[config.mk]
export PLATFORM = sky130hd
export DESIGN_NAME = rf_wb_ctrl
export DESIGN_NICKNAME = d
export VERILOG_FILES = /design/src/rtl/rf_wb_ctrl.sv
export SDC_FILE = /design/constraint.sdc
export NUM_CORES = 1
export LEC_CHECK = 0
export CAP_MARGIN = 30
export CORE_MARGIN = 8
export CORE_UTILIZATION = 49
export DETAILED_ROUTE_END_ITERATION = 8
export PLACE_DENSITY = 0.8
export SETUP_SLACK_MARGIN = 0.2
export SLEW_MARGIN = 20
export SYNTH_ARGS = -nofsm -noshare
export SYNTH_HDL_FRONTEND = slang
export SYNTH_SLANG_ARGS = --single-unit
[constraint.sdc]
create_clock -name i_clk -period 3 [get_ports i_clk]
set_clock_uncertainty 0.05 [all_clocks]
set_input_delay 0.45 -clock i_clk [delete_from_list [all_inputs] [get_ports i_clk]]
set_output_delay 0.45 -clock i_clk [all_outputs]
set_load 0.03 [all_outputs]
[src/rtl/rf_wb_ctrl.sv]
// rtl/rf_wb_ctrl.sv - register-file writeback arbiter: ALU results, buffered load responses, load scoreboard
// Optional load-response bypass of the FIFO when RF_WB_LD_BYPASS_EN is defined.
module rf_wb_ctrl #(
  parameter int LQ_DEPTH = 2,
  parameter int XLEN     = 32
) (
  input  logic            i_clk,
  input  logic            i_rst_n,
  input  logic            i_alu_valid,
  input  logic [4:0]      i_alu_rd_addr,
  input  logic [XLEN-1:0] i_alu_rd_data,
  input  logic            i_ld_issue,
  input  logic [4:0]      i_ld_issue_rd,
  input  logic            i_ld_rsp_valid,
  input  logic [4:0]      i_ld_rsp_rd,
  input  logic [XLEN-1:0] i_ld_rsp_data,
  output logic            o_ld_rsp_ready,
  input  logic [4:0]      i_dec_rs1_addr,
  input  logic [4:0]      i_dec_rs2_addr,
  input  logic [4:0]      i_dec_rd_addr,
  output logic            o_stall,
  output logic [31:0]     o_busy_mask,
  output logic [4:0]      o_rd_addr,
  output logic [XLEN-1:0] o_rd_data,
  output logic            o_rd_wren
);

  localparam int PW = (LQ_DEPTH > 1) ? $clog2(LQ_DEPTH) : 1;
  localparam int CW = $clog2(LQ_DEPTH) + 1;
  localparam logic [CW-1:0] DEPTH_C = CW'(LQ_DEPTH);

  logic [4:0]      r_q_rd   [LQ_DEPTH];
  logic [XLEN-1:0] r_q_data [LQ_DEPTH];
  logic [PW-1:0]   r_wptr;
  logic [PW-1:0]   r_rptr;
  logic [CW-1:0]   r_count;
  logic [31:0]     r_busy;
  logic [4:0]      r_rd_addr;
  logic [XLEN-1:0] r_rd_data;
  logic            r_rd_wren;

  logic            w_empty;
  logic            w_accept;
  logic            w_bypass;
  logic            w_push;
  logic            w_pop;
  logic            w_wr_sel;
  logic [4:0]      w_wr_rd;
  logic [XLEN-1:0] w_wr_data;
  logic            w_clr_en;
  logic [31:0]     w_busy_nxt;

  assign w_empty        = (r_count == '0);
  assign o_ld_rsp_ready = (r_count < DEPTH_C);
  assign w_accept       = i_ld_rsp_valid && o_ld_rsp_ready;

`ifdef RF_WB_LD_BYPASS_EN
  assign w_bypass = w_accept && w_empty && !i_alu_valid;
`else
  assign w_bypass = 1'b0;
`endif

  assign w_push = w_accept && !w_bypass;
  assign w_pop  = !i_alu_valid && !w_empty;

  // Strict priority: ALU, then FIFO head, then a bypassed response (only possible when empty).
  always_comb begin
    w_wr_sel  = 1'b0;
    w_wr_rd   = i_alu_rd_addr;
    w_wr_data = i_alu_rd_data;
    w_clr_en  = 1'b0;
    if (i_alu_valid) begin
      w_wr_sel = 1'b1;
    end else if (w_pop) begin
      w_wr_sel  = 1'b1;
      w_wr_rd   = r_q_rd[r_rptr];
      w_wr_data = r_q_data[r_rptr];
      w_clr_en  = 1'b1;
    end else if (w_bypass) begin
      w_wr_sel  = 1'b1;
      w_wr_rd   = i_ld_rsp_rd;
      w_wr_data = i_ld_rsp_data;
      w_clr_en  = 1'b1;
    end
  end

  // Set is applied after clear so a fresh reservation of the same register survives.
  always_comb begin
    w_busy_nxt = r_busy;
    if (w_clr_en)
      w_busy_nxt[w_wr_rd] = 1'b0;
    if (i_ld_issue && (i_ld_issue_rd != 5'd0))
      w_busy_nxt[i_ld_issue_rd] = 1'b1;
    w_busy_nxt[0] = 1'b0;
  end

  always_ff @(posedge i_clk) begin
    if (w_push) begin
      r_q_rd[r_wptr]   <= i_ld_rsp_rd;
      r_q_data[r_wptr] <= i_ld_rsp_data;
    end
  end

  always_ff @(posedge i_clk or negedge i_rst_n) begin
    if (!i_rst_n) begin
      r_wptr  <= '0;
      r_rptr  <= '0;
      r_count <= '0;
    end else begin
      if (w_push)
        r_wptr <= r_wptr + PW'(1);
      if (w_pop)
        r_rptr <= r_rptr + PW'(1);
      case ({w_push, w_pop})
        2'b10:   r_count <= r_count + CW'(1);
        2'b01:   r_count <= r_count - CW'(1);
        default: r_count <= r_count;
      endcase
    end
  end

  always_ff @(posedge i_clk or negedge i_rst_n) begin
    if (!i_rst_n) begin
      r_busy    <= '0;
      r_rd_addr <= '0;
      r_rd_data <= '0;
      r_rd_wren <= 1'b0;
    end else begin
      r_busy <= w_busy_nxt;
      if (w_wr_sel) begin
        r_rd_addr <= w_wr_rd;
        r_rd_data <= w_wr_data;
        r_rd_wren <= (w_wr_rd != 5'd0);
      end else begin
        r_rd_wren <= 1'b0;
      end
    end
  end

  assign o_busy_mask = r_busy;
  assign o_rd_addr   = r_rd_addr;
  assign o_rd_data   = r_rd_data;
  assign o_rd_wren   = r_rd_wren;

  assign o_stall = ((i_dec_rs1_addr != 5'd0) && r_busy[i_dec_rs1_addr]) ||
                   ((i_dec_rs2_addr != 5'd0) && r_busy[i_dec_rs2_addr]) ||
                   ((i_dec_rd_addr  != 5'd0) && r_busy[i_dec_rd_addr]);

endmodule

# --- Yosys cells after proc, flatten, opt, wreduce, memory -nomap -nowiden ---
# Memory sizes are Yosys's and may differ from the RTL's.
# Index checks and enable logic that the tools add are counted.
totals:
  regBits: 73
  mem_bits_rw: 74
  inputBits: 99
  out_inout_bits: 72
  elab_cells: 68
  memories: 2
op_classes:
  addsub: 4
  order_cmp: 8
  n_eq_ne: 2
  muxes: 23
  bitwise: 3
  reduce_logical: 19
mem_list:
  columns: ["name", "depth", "word_bits", "read_ports", "rd_clocked_by_memory_dff", "wr", "line_no", "rtl"]
  rows:
  - ["r_q_data", 2, 32, 1, 0, 1, "33", "logic [XLEN-1:0] r_q_data [LQ_DEPTH];"]
  - ["r_q_rd", 2, 5, 1, 0, 1, "32", "logic [4:0] r_q_rd [LQ_DEPTH];"]
ops:
  columns: ["cell", "n"]
  rows:
  - ["two-way mux 32 bit", 4]
  - ["bitwise AND 32 bit", 1]
  - ["NOT 32 bit", 1]
  - ["OR 32 bit", 1]
  - ["less-than comparator 5 x 6 -> 1 bit, second input constant", 5]
  - ["nonzero test 5 bit", 5]
  - ["binary-select mux 1 bit (select 5 bit)", 3]
  - ["two-way mux 1 bit", 11]
  - ["demux 1 bit (select 5 bit)", 2]
  - ["greater-or-equal comparator 5 x 1 -> 1 bit, second input constant", 2]
  - ["two-way mux 5 bit", 2]
  - ["logical AND 1 bit", 8]
  - ["case mux 2 bit (2 select lines)", 1]
  - ["adder 1 bit, second input constant", 2]
  - ["adder 2 x 1 -> 2 bit, second input constant", 1]
  - ["== test 2 x 1 -> 1 bit, second input constant", 1]
  - ["== test 2 bit, second input constant", 1]
  - ["zero test 1 bit", 2]
  - ["zero test 2 bit", 1]
  - ["logical OR 1 bit", 2]
  - ["less-than comparator 2 bit, second input constant", 1]
  - ["nonzero test 2 bit", 1]
  - ["subtractor 2 x 1 -> 2 bit, second input constant", 1]

# --- Depth between registers and ports, before layout ---
depth:
  word_depth: 14
  depth_mapped: 6
  depth_no_buf: 6

# --- Worst setup path before layout ---
# OpenSTA, ideal clock, no wires.
synth_path:
  path_type: "flip-flop to flip-flop"
  from: "register r_count[1]"
  to: "memory r_q_data[0][0], enable pin"
  arrival_ns: 2.394
  required_time_ns: 2.519
  slack_ns: 0.125
  path_stages_with_launch: 4
  path_buffers: 0
  period_less_slack_ns: 2.875
  cell_sequence: "dfrtp_1 -> inv_1 -> nand2_1 -> nor2_1"
synth_between:
  elab_chain_len: 4
synth_rtl:
  columns: ["element", "line_no", "rtl"]
  rows:
  - ["from (decl)", "36", "logic [CW-1:0] r_count;"]
  - ["from (signal assigned)", "115", "2'b10: r_count <= r_count + CW'(1);"]
  - ["from (signal assigned)", "116", "2'b01: r_count <= r_count - CW'(1);"]
  - ["from (signal assigned)", "117", "default: r_count <= r_count;"]
  - ["less-than comparator 2 bit", "54", "assign o_ld_rsp_ready = (r_count < DEPTH_C);"]
  - ["net o_ld_rsp_ready", "17", "output logic o_ld_rsp_ready,"]
  - ["logical AND 1 bit", "55", "assign w_accept = i_ld_rsp_valid && o_ld_rsp_ready;"]
  - ["two-way mux 1 bit", "98", "if (w_push) begin"]
  - ["two-way mux 1 bit (not written as such)", "100", "r_q_data[r_wptr] <= i_ld_rsp_data;"]
  - ["to (decl)", "33", null]
# The timed path passes the listed nets, and every way through them passes these cells.

# --- Final worst setup path ---
layout_path:
  from: "register r_busy[27] (netlist: o_busy_mask[27])"
  to: "output port o_stall"
layout_between:
  elab_chain_len: 5
  elab_cells_between_ends: 11
  classes_between: "6 x mux; 5 x reduce/logical"
layout_rtl:
  columns: ["element", "line_no", "rtl"]
  rows:
  - ["from (decl)", "37", "logic [31:0] r_busy;"]
  - ["from (signal assigned)", "129", "r_busy <= w_busy_nxt;"]
  - ["binary-select mux 1 bit (select 5 bit) (on tied branches)", "145, 146", null]
  - ["two-way mux 1 bit (on tied branches)", "145, 146", null]
  - ["logical AND 1 bit (on tied branches)", "145, 146", null]
  - ["logical OR 1 bit", "145", "assign o_stall = ((i_dec_rs1_addr != 5'd0) && r_busy[i_dec_rs1_addr]) ||"]
  - ["logical OR 1 bit (*)", "146", "((i_dec_rs2_addr != 5'd0) && r_busy[i_dec_rs2_addr]) ||"]
  - ["to (decl)", "21", "output logic o_stall,"]
# Every way passes the cells marked *; elsewhere a longest branch is shown, timed or not. The select of a mux whose other input is x is not followed.

==> results.cfg <==
[status]
outcome = finished clean

[synth]
ys_seq_area_frac = 0.600
postSynthNetCount = 660
synth-xor-area-share = 0.00649
ys_ff_latch = 147
yosys.area_share.simple = 0.101
synth-edff-count = 74
yosys_warnings = 0
synth_ff_type = edfxtp_1
syn_inst = 560
synth.mux.area_fraction = 0.145
synth_top_family_by_area = multiplexers
synth_adder_area_share = 0.00185
synth_cell_types = 47
synth_compound_area_frac = 0.121
synth.avg_cell_area_um2 = 12.1
synth.cell_area_um2 = 6750
async_flop_share = 0.497

[timing]
tns_ns = 0
hold_viol = 0
slew_headroom = 0.397
hold_slack_ns = 0.428
min_period_ns = 2.95
slew_viol_final = 0
tightest_slew_ns = 0.898
rsz0062_at_grt = true
fmax_mhz = 340
finalSetupViolations = 0
fin_crit_sh = 0.982
fin_ws_ns = 0.0546

[place]
gp_congestion = 0.975
numPortBuffers = 169
dp_hpwl_mm = 15.2
post-place-ws_ns = -0.695

[global_route]
antenna_found_initial = 1
grt_pass1_vias = 5789
grt_util_all_layers = 0.232
grt_max_degree = 74
grt_overflow = 0
grt_pass1_wl_mm = 32.4

[worst_setup_path]
cp-start-kind = flop
reg2reg_to = o_busy_mask[10]$_DFF_PN0_
startpoint = o_busy_mask[27]$_DFF_PN0_
rr_worst_depth = 5
crit_required_ns = 2.50
critPathArrivalTime_ns = 2.45
endpoint_kind = output port
crit_path_max_fanout = 5
r2r_slack_ns = 0.61
reg2reg_from = r_count[0]$_DFFE_PN0P_
crit_type = flop to output port

[routing]
drc = 0
drtPass1Iterations = 5
drt_iter0_markers = 466
vias_per_cell = 5.77
wire_per_inst_um = 21.5
routed_wl_mm = 20.9
ant_nets = 0
num_vias = 5605

[floorplanning]
die_area_um2 = 17800
initial_utilization = 0.494
std_cell_rows = 43
coreArea_um2 = 13700
die_w_um = 133
dieHeight_um = 133
io_pins = 171

[min_path]
hold_path_class = input pin to asynchronous set/reset pin

[cells_and_area]
final_common_cell = clkdlybuf4s50_1
mostFrequentLayoutCells = clkdlybuf4s50_1, o21ai_0, edfxtp_1
fin_nets = 879
layout-drive-gt1-share = 0.172
postLayoutCoreUtil = 0.704
n_antenna_cell = 0
syn_to_final_growth_pct = 42.5

[pwr]
pwr_density_cell_nw_per_um2 = 984
finalPower_w = 0.00947
leakage_nw = 3.77
peakVddDrop_mv = 0.481

[run]
maxCapViolations = 0

[clock_network]
cts_num_sinks = 147
cts_buffers = 17
htreeDepth = 4
cts_buffer_depth = 2
clock_latency_ns = 0.41
cts_tree = built
cts-root-buf = clkbuf_16
clkTransAtPathRegs_ns = 0.06
## cell families (layout without fill, tap and decap cells)
family | Yosys count | after routing
buffers and inverters | 32 | 264
XOR/XNOR | 5 | 5
AND/OR/NAND/NOR | 143 | 143
other | 1 | 1
AO/OA/AOI/OAI | 152 | 152
flip-flops | 147 | 147
adder cells (fa/ha/maj) | 1 | 1
multiplexers | 79 | 79
## sequential cells by signal, summed over array words and instances, names as in the netlist
| signal | flops |
|---|---|
| r_q_rd | 10 |
| r_wptr | 1 |
| r_rptr | 1 |
| o_rd_addr | 5 |
| r_count | 2 |
| o_busy_mask | 31 |
| o_rd_wren | 1 |
| r_q_data | 64 |
| o_rd_data | 32 |
## per-stage QoR
stage | std cells | instance area, um2
after floorplan | 560 | 6750
after global placement | 929 | 8920
after detailed placement | 929 | 8920
after CTS | 966 | 9550
after global routing | 972 | 9620
final | 972 | 9620
## routing by layer
layer,up-vias,global-route usage,routed length [um]
li1,2520,-,-
met1,2710,0.288,8320
met2,334,0.373,10100
met3,39,0.0723,1990
met4,2,0.0830,442
met5,-,0,13
## cells in the mapped netlist (2+ instances only)
cell | instances | area (um2)
nand2b_1 | 8 | 50.1
o21ai_1 | 18 | 90.1
mux4_2 | 10 | 225
or3b_2 | 2 | 17.5
nand4_1 | 4 | 25.0
a21oi_1 | 38 | 190
nand3b_1 | 6 | 45.0
nor2b_1 | 4 | 25.0
and2b_1 | 2 | 15.0
nand3_1 | 20 | 100
o211ai_2 | 2 | 25.0
mux2_1 | 4 | 45.0
nor3_1 | 2 | 10.0
buf_2 | 9 | 45.0
o2111ai_1 | 3 | 26.3
dfrtp_1 | 73 | 1830
o211ai_1 | 2 | 15.0
mux2i_1 | 53 | 531
mux2_2 | 9 | 101
o21ai_0 | 82 | 410
mux4_1 | 3 | 78.8
buf_6 | 4 | 45.0
edfxtp_1 | 74 | 2220
or4_1 | 2 | 15.0
nand2_1 | 44 | 165
nand4b_1 | 2 | 17.5
inv_1 | 3 | 11.3
nor2_1 | 42 | 158
xnor2_1 | 4 | 35.0
clkbuf_1 | 14 | 52.6
## how the worst max path moves through the flow
stage | endpoint | cells after the start
after floorplan | o_stall | 5
after global placement | o_stall | 8
after detailed placement | o_stall | 6
after CTS | o_stall | 6
after global routing | o_stall | 6
final | o_stall | 6
## report_power, final
group          leakage, nW  total (W)  switching [W]  internal [W]
registers             1.54    0.00328       0.000524       0.00276
clock network        0.271    0.00195       0.000780       0.00117
logic                 1.96    0.00423        0.00237       0.00186
total                 3.77    0.00947        0.00367       0.00580
## worst max-delay path: stages (launching register included)
cell and delay (ns):
dfrtp_2 0.45, mux4_2 0.47, mux2_4 0.28, nand3_2 0.06, nand4_1 0.08, or4_4 0.54, buf_6 0.16
## timing repair
action                     CTS  global route
setup endpoints to repair    1             1
pin swaps                    4             2
hold buffers                 0             1
buffers inserted             5             4
gates resized for setup     31             4
hold endpoints to repair     0            20
## final cells by class
type | count | area, um2
inverters | 3 | 11.3
clock inverters | 8 | 50.0
repair buffers | 229 | 2180
fillers | 979 | 4050
multi-input cells | 381 | 2580
well taps | 180 | 225
flip-flops and latches | 147 | 4070
clock buffers | 24 | 504
Power figures use the tool's default switching activity.
